===== config.mk =====
export PLATFORM = sky130hd
export DESIGN_NAME = div_scheduler
export DESIGN_NICKNAME = d
export VERILOG_FILES = /design/src/rtl/div_scheduler.sv
export SDC_FILE = /design/constraint.sdc
export NUM_CORES = 1
export LEC_CHECK = 0
export CORE_ASPECT_RATIO = 1.1
export CORE_MARGIN = 4
export CORE_UTILIZATION = 45
export CTS_BUF_LIST = sky130_fd_sc_hd__clkbuf_4 sky130_fd_sc_hd__clkbuf_8 sky130_fd_sc_hd__clkbuf_16
export DETAILED_ROUTE_END_ITERATION = 16
export PLACE_DENSITY = 0.73
export SYNTH_ARGS = -nofsm -noshare
export SYNTH_HDL_FRONTEND = slang
export SYNTH_SLANG_ARGS = --single-unit

===== constraint.sdc =====
create_clock -name clk -period 5.35 [get_ports clk]
set_input_delay 1.07 -clock clk [delete_from_list [all_inputs] [get_ports clk]]
set_output_delay 1.07 -clock clk [all_outputs]
set_load 0.01 [all_outputs]

===== src/rtl/div_scheduler.sv =====
// div_scheduler: two requesters share one iterative restoring divider.
// A request is accepted in IDLE, the divider produces one quotient bit per
// cycle (MSB first) and the result is presented with a one-cycle strobe.
//
// state  | meaning
// -------+--------------------------------------------------------------
// S_IDLE | waiting; requests are sampled and arbitrated round-robin
// S_CALC | one restoring-division iteration per clock, p_N iterations
// S_DONE | result registered, o_valid high for this single cycle
module div_scheduler #(
   parameter int p_N = 8
) (
   input  logic           clk,
   input  logic           rst,
   input  logic           i_req0,
   input  logic [p_N-1:0] i_a0,
   input  logic [p_N-1:0] i_b0,
   input  logic           i_req1,
   input  logic [p_N-1:0] i_a1,
   input  logic [p_N-1:0] i_b1,
   output logic           o_gnt0,
   output logic           o_gnt1,
   output logic           o_busy,
   output logic           o_valid,
   output logic [p_N-1:0] o_q,
   output logic [p_N-1:0] o_r,
   output logic           o_id,
   output logic           o_dbz
);

   localparam int CW = $clog2(p_N);

   typedef enum logic [1:0] {
      S_IDLE,
      S_CALC,
      S_DONE
   } state_t;

   state_t         state_q;
   logic [CW-1:0]  cnt_q;
   // dvd_q shifts dividend bits out of the top and quotient bits in at the
   // bottom, so after p_N iterations it holds the quotient
   logic [p_N-1:0] dvd_q;
   logic [p_N-1:0] b_q;
   logic [p_N:0]   rem_q;
   logic           id_q;
   logic           last_q;

   logic           gnt0_q;
   logic           gnt1_q;
   logic           busy_q;
   logic           valid_q;
   logic [p_N-1:0] q_q;
   logic [p_N-1:0] r_q;
   logic           oid_q;
   logic           dbz_q;

   logic [p_N:0]   shift_d;
   logic           qbit_d;
   logic [p_N:0]   rem_d;
   logic [p_N-1:0] dvd_d;
   logic           win1_d;

   // one restoring iteration plus round-robin winner selection
   always_comb begin
      shift_d = (rem_q << 1) | {{p_N{1'b0}}, dvd_q[p_N-1]};
      qbit_d  = (shift_d >= {1'b0, b_q});
      rem_d   = qbit_d ? (shift_d - {1'b0, b_q}) : shift_d;
      dvd_d   = {dvd_q[p_N-2:0], qbit_d};
      // on a tie the requester not granted last wins
      win1_d  = i_req1 & (~i_req0 | ~last_q);
   end

   // sequencing FSM, datapath and registered outputs
   always_ff @(posedge clk) begin
      if (rst) begin
         state_q <= S_IDLE;
         cnt_q   <= '0;
         dvd_q   <= '0;
         b_q     <= '0;
         rem_q   <= '0;
         id_q    <= 1'b0;
         last_q  <= 1'b1;
         gnt0_q  <= 1'b0;
         gnt1_q  <= 1'b0;
         busy_q  <= 1'b0;
         valid_q <= 1'b0;
         q_q     <= '0;
         r_q     <= '0;
         oid_q   <= 1'b0;
         dbz_q   <= 1'b0;
      end else begin
         gnt0_q  <= 1'b0;
         gnt1_q  <= 1'b0;
         valid_q <= 1'b0;
         case (state_q)
            S_IDLE: begin
               if (i_req0 || i_req1) begin
                  state_q <= S_CALC;
                  cnt_q   <= '0;
                  rem_q   <= '0;
                  busy_q  <= 1'b1;
                  id_q    <= win1_d;
                  last_q  <= win1_d;
                  gnt0_q  <= ~win1_d;
                  gnt1_q  <= win1_d;
                  dvd_q   <= win1_d ? i_a1 : i_a0;
                  b_q     <= win1_d ? i_b1 : i_b0;
               end
            end
            S_CALC: begin
               rem_q <= rem_d;
               dvd_q <= dvd_d;
               cnt_q <= cnt_q + 1'b1;
               if (cnt_q == CW'(p_N - 1)) begin
                  state_q <= S_DONE;
                  valid_q <= 1'b1;
                  q_q     <= dvd_d;
                  r_q     <= rem_d[p_N-1:0];
                  oid_q   <= id_q;
                  // a zero divisor naturally yields all-ones and the dividend
                  dbz_q   <= (b_q == '0);
               end
            end
            S_DONE: begin
               state_q <= S_IDLE;
               busy_q  <= 1'b0;
            end
            default: begin
               state_q <= S_IDLE;
               busy_q  <= 1'b0;
            end
         endcase
      end
   end

   assign o_gnt0  = gnt0_q;
   assign o_gnt1  = gnt1_q;
   assign o_busy  = busy_q;
   assign o_valid = valid_q;
   assign o_q     = q_q;
   assign o_r     = r_q;
   assign o_id    = oid_q;
   assign o_dbz   = dbz_q;

endmodule


# Yosys cells after proc, flatten, opt, wreduce, memory -nomap -nowiden
# Index checks and enable logic that the tools add are counted.
[totals] register_bits=53 out_inout_bits=22
[classes] add_sub_neg=2 magnitude_cmp=1 n_eq_ne=4 mux=15 n_bitwise=9 n_reduce_logical=11
[ops] op="$mux 8" n=5
[ops] op="$pmux 8 s2" n=2
[ops] op="$reduce_and 2->1" n=5
[ops] op="$ge 9x8->1" n=1
[ops] op="$or 9x1->9" n=1
[ops] op="$logic_not 8->1" n=1
[ops] op="$sub 8x8->8" n=1
[ops] op="$not 1->1" n=6
[ops] op="$pmux 3 s2" n=1
[ops] op="$mux 2" n=2
[ops] op="$ne 2x2->1 const B" n=2
[ops] op="$pmux 2 s2" n=1
[ops] op="$add 3x1->3 const B" n=1
[ops] op="$eq 3x3->1 const B" n=1
[ops] op="$mux 3" n=1
[ops] op="$reduce_or 3->1" n=1
[ops] op="$eq 2x1->1 const B" n=1
[ops] op="$logic_not 2->1" n=1
[ops] op="$mux 1" n=2
[ops] op="$pmux 1 s2" n=1
[ops] op="$reduce_bool 2->1" n=1
[ops] op="$reduce_or 2->1" n=1
[ops] op="$and 1x1->1" n=1
[ops] op="$logic_or 1x1->1" n=1
[ops] op="$or 1x1->1" n=1

# Longest topological paths before layout
[logic_depth] word_depth=6 mapped_depth=9

# Worst setup path after synthesis
# OpenSTA, ideal clock, no wires.
[synth_timing] path_type="in2reg" start="input i_req0" end="register last_q" arrival_time_ns=1.999 required_time_ns=5.222 setup_slack_ns=3.223 path_stages=5 path_cell_list="o21ai_1 > clkbuf_1 > nor2_1 > a21oi_1 > nand2_1"
[synth_via] elab_chain_cells=3 elab_cells_between_ends=5 cone_classes="bitwise (3); reduce/logical (2)"
[synth_rtl] item="start, declared" line="15" text="input logic i_req0,"
[synth_rtl] item="$not 1->1" line="71" text="win1_d = i_req1 & (~i_req0 | ~last_q);"
[synth_rtl] item="$or 1x1->1" line="71"
[synth_rtl] item="$and 1x1->1" line="71"
[synth_rtl] item="end signal, assigned" line="104" text="last_q <= win1_d;"
[synth_rtl] item="end, declared" line="47" text="logic last_q;"
# Several ways; a longest one is shown, not always the timed one.
# A chain may end at the register's enable or synchronous reset.

# Worst setup path in the final report
[layout_timing] start="input i_req0" end="register rem_q[7]"
[layout_via] elab_chain_cells=3
[layout_rtl] item="$logic_or 1x1->1" line="98" text="if (i_req0 || i_req1) begin"
[layout_rtl] item="$ne 2x2->1 (no line)"
[layout_rtl] item="$reduce_and 2->1 (no line)"
[layout_rtl] item="end signal, assigned" line="112" text="rem_q <= rem_d;"
[layout_rtl] item="end, declared" line="45" text="logic [p_N:0] rem_q;"
# Every way passes these cells.

==> results by group <==
Outcome
  – Status: finished, final reports clean

Worst hold path
  – Hold Path Cell Cnt: 2
  – Min-Delay Endpoint: o_q[6]
  – Hold path startpoint: o_q[6]
  – Worst min path class: reg2reg

Cells and area
  – Final Non-Filler Cells: 438
  – N_diodes: 0
  – Final Util: 0.6023
  – Post-Layout Inst Area: 3271 sq um
  – Area Overhead vs Synth: 28.58%
  – Layout cell share with drive strength beyond 1: 0.05510
  – Nets@finish: just over 400

Clocking
  – Clock Pin Slew Worst Setup and Hold Paths: 0.10 ns
  – PostCTS Resize Cnt: 0
  – Clock Root Buffer: clkbuf_8
  – Total setup buffers inserted after CTS: 0
  – Skew-Pair Late Insertion Delay: around 0.30 ns
  – CTS tree: built
  – Clock Path Buffers: 2
  – Cts hold-fix bufs: 0
  – Htree depth: 2
  – Cts bufs inserted: 5
  – CTS Sinks: 53

Placement
  – Port-buffer cells: between 50 and 60
  – Final HPWL DP: 4247 um
  – Placed Cells: 430
  – Post-Place Setup Slack: 2.389 ns
  – Placer's final routability congestion estimate: just over 0.8
  – Placed Area: 3151 sq um

Global routing
  – Vias in the first global route: 2,202
  – Initial antenna violation count: 0
  – Total track usage: 0.1784
  – Largest net degree at the start of global routing: 44
  – GRT Residual Overflow: 0
  – First-pass GRT wire length: 10,030 um

Worst setup path
  – R2R setup slack: 2.92 ns
  – Worst EP required: 5.58 ns
  – Worst Path Max Fanout: 18
  – Reg2reg end: o_r[4]
  – R2R Path Start: b_q[6]
  – Data arrival, critical path: a little under 3 ns
  – Critical Path Source Type: input port
  – Worst Reg-to-Reg Cells: 8
  – CP Capture Type: flop
  – Worst setup path class: in2reg

Yosys
  – Syn nets: 360
  – Yosys Warn Count: 0
  – #FFs+latches synth: 53
  – Synth top area share: 0.4171
  – Synth cell types: 51
  – Cell Area, Synth: 2544 sq um
  – Register area share after synthesis: 0.4171
  – Post-synth EDFFs: 0
  – Largest area contributor in the netlist: dfxtp_1
  – Synthesized area per cell: slightly above 8 sq um
  – Area contributors post-synth: dfxtp_1 (42%), nand2_1 (9.4%), a21oi_1 (6.5%), ha_1 (4.9%), nor2_1 (4.0%)
  – Primary FF master, synth: dfxtp_1
  – Synthesized instance count: about 310
  – Share of async-settable or async-resettable flops after synthesis: 0

Timing
  – Max Clock Skew: 0.01022 ns
  – Tightest hold margin: 0.4620 ns
  – Max Fclk: 0.3753 GHz
  – Final setup TNS: 0 ns
  – Period minus WS final: 2.664 ns
  – Pins Over Slew Limit: 0
  – Setup violations, final: 0
  – Final number of hold-violating endpoints: 0
  – RSZ-0062 raised after global routing: no
  – Actual slew at the worst max-slew pin: 1.193 ns
  – Rel. slew slack: 0.2040
  – Tcrit/Tclk final: 0.4980
  – PnR worst setup slack: 2.686 ns

Run
  – Max-Cap Viols: 0

Floorplanning
  – Core area: 5430 sq um
  – Std cell rows: 28
  – Chip height: ~87 um
  – Initial core utilization: 0.4684
  – Die Area: 6921 sq um
  – Top Ports: 58
  – Die Wd: about 80 um

Power
  – Total power: approximately 1.1 mW
  – Leakage: 1.270 nW
  – Pwr/cell area: 323.0 nW/um^2
  – Peak VDD IR: 0.0002361 V

Drt
  – Vias post-DR: approximately 2,300
  – DR iter-0 viols: 174
  – # DRC: 0
  – Post-Route WL: 5999 um
  – Drt pass-1 iters: 4
  – Avg Vias per Cell: approximately 5.2
  – ANT nets after route: 0
  – Detail-routed net length per standard cell: between 10 and 15 um
-- state kept, by name, indices dropped and copies added, names as in the netlist --
signal / cells
b_q: 8
dvd_q: 8
o_q: 8
o_r: 8
rem_q: 8
cnt_q: 3
state_q: 2
id_q: 1
last_q: 1
o_busy: 1
o_dbz: 1
o_gnt0: 1
o_gnt1: 1
o_id: 1
o_valid: 1
-- how the worst max path moves through the flow --
| stage | startpoint | endpoint | slack, ns | cells after the start |
|---|---|---|---|---|
| after CTS | i_req1 | dvd_q[4] | 2.71 | 5 |
| after global placement | rst | o_r[2] | 2.44 | 5 |
| final | i_req0 | rem_q[7] | 2.69 | 5 |
| after detailed placement | i_req1 | dvd_q[4] | 2.39 | 5 |
| after floorplan | i_req0 | last_q | 3.22 | 5 |
| after global routing | i_req0 | rem_q[3] | 2.51 | 5 |
-- metal layers --
| layer | track usage | up-vias | wire, um |
|---|---|---|---|
| met5 | 0 | - | 0 |
| met4 | 0.04688 | 0 | 51 |
| met3 | 0.03313 | 5 | 265 |
| met2 | 0.2938 | 46 | 2824 |
| met1 | 0.2400 | 1053 | 2857 |
| li1 | - | 1191 | - |
-- Yosys cell counts (2+ instances only) --
cell	number
a21oi_1	33
a32oi_1	2
buf_2	4
xnor2_1	2
nand2_1	64
clkbuf_1	12
nor4_1	2
a311oi_1	8
nor2_1	27
o21ai_0	10
xor2_1	2
mux2i_1	5
a221oi_1	7
inv_1	13
nor3_1	5
dfxtp_1	53
nor2b_1	2
nand3_1	8
nand2b_1	5
and3_1	3
a31oi_1	3
ha_1	10
o21ai_1	5
-- cell type report --
cell class,instances,area [sq um]
tap,75,93.84
multi-input combinational,229,1354
clock buffer,7,90.09
inverter,13,48.80
sequential,53,1061
timing repair buffer,60,593.1
fill,506,2160
clock inverter,1,30.03
-- cells by family after synthesis --
group | synth area share
adders and majority gates | 0.05706
xor gates and xnor gates | 0.01378
and+or+nand+nor | 0.2218
DFF | 0.4171
buffers and inverters | 0.05066
muxes | 0.02410
AOI/OAI and AO/OA | 0.2155
-- report_power, final --
part / switching (mW) / internal (mW)
combinational: 0.183 / 0.146
clock: 0.126 / 0.158
sequential: 0.0229 / 0.420
total: 0.332 / 0.724
-- placed cells by master (no fill, tap or decap), types with 6 or more instances in the layout --
cell type	count
nand2_1	64
clkdlybuf4s50_1	57
dfxtp_1	53
a21oi_1	33
nor2_1	27
inv_1	13
o21ai_0	10
ha_1	10
nand3_1	8
a311oi_1	8
a221oi_1	7
clkbuf_8	6
-- critical path, cell delays in order --
cell,delay [ns]
clkdlybuf4s50_1,0.45
o21a_1,0.41
nor3_1,0.73
nand2_1,0.14
o31ai_2,0.08
No activity file was read; power rests on OpenSTA's default activity.
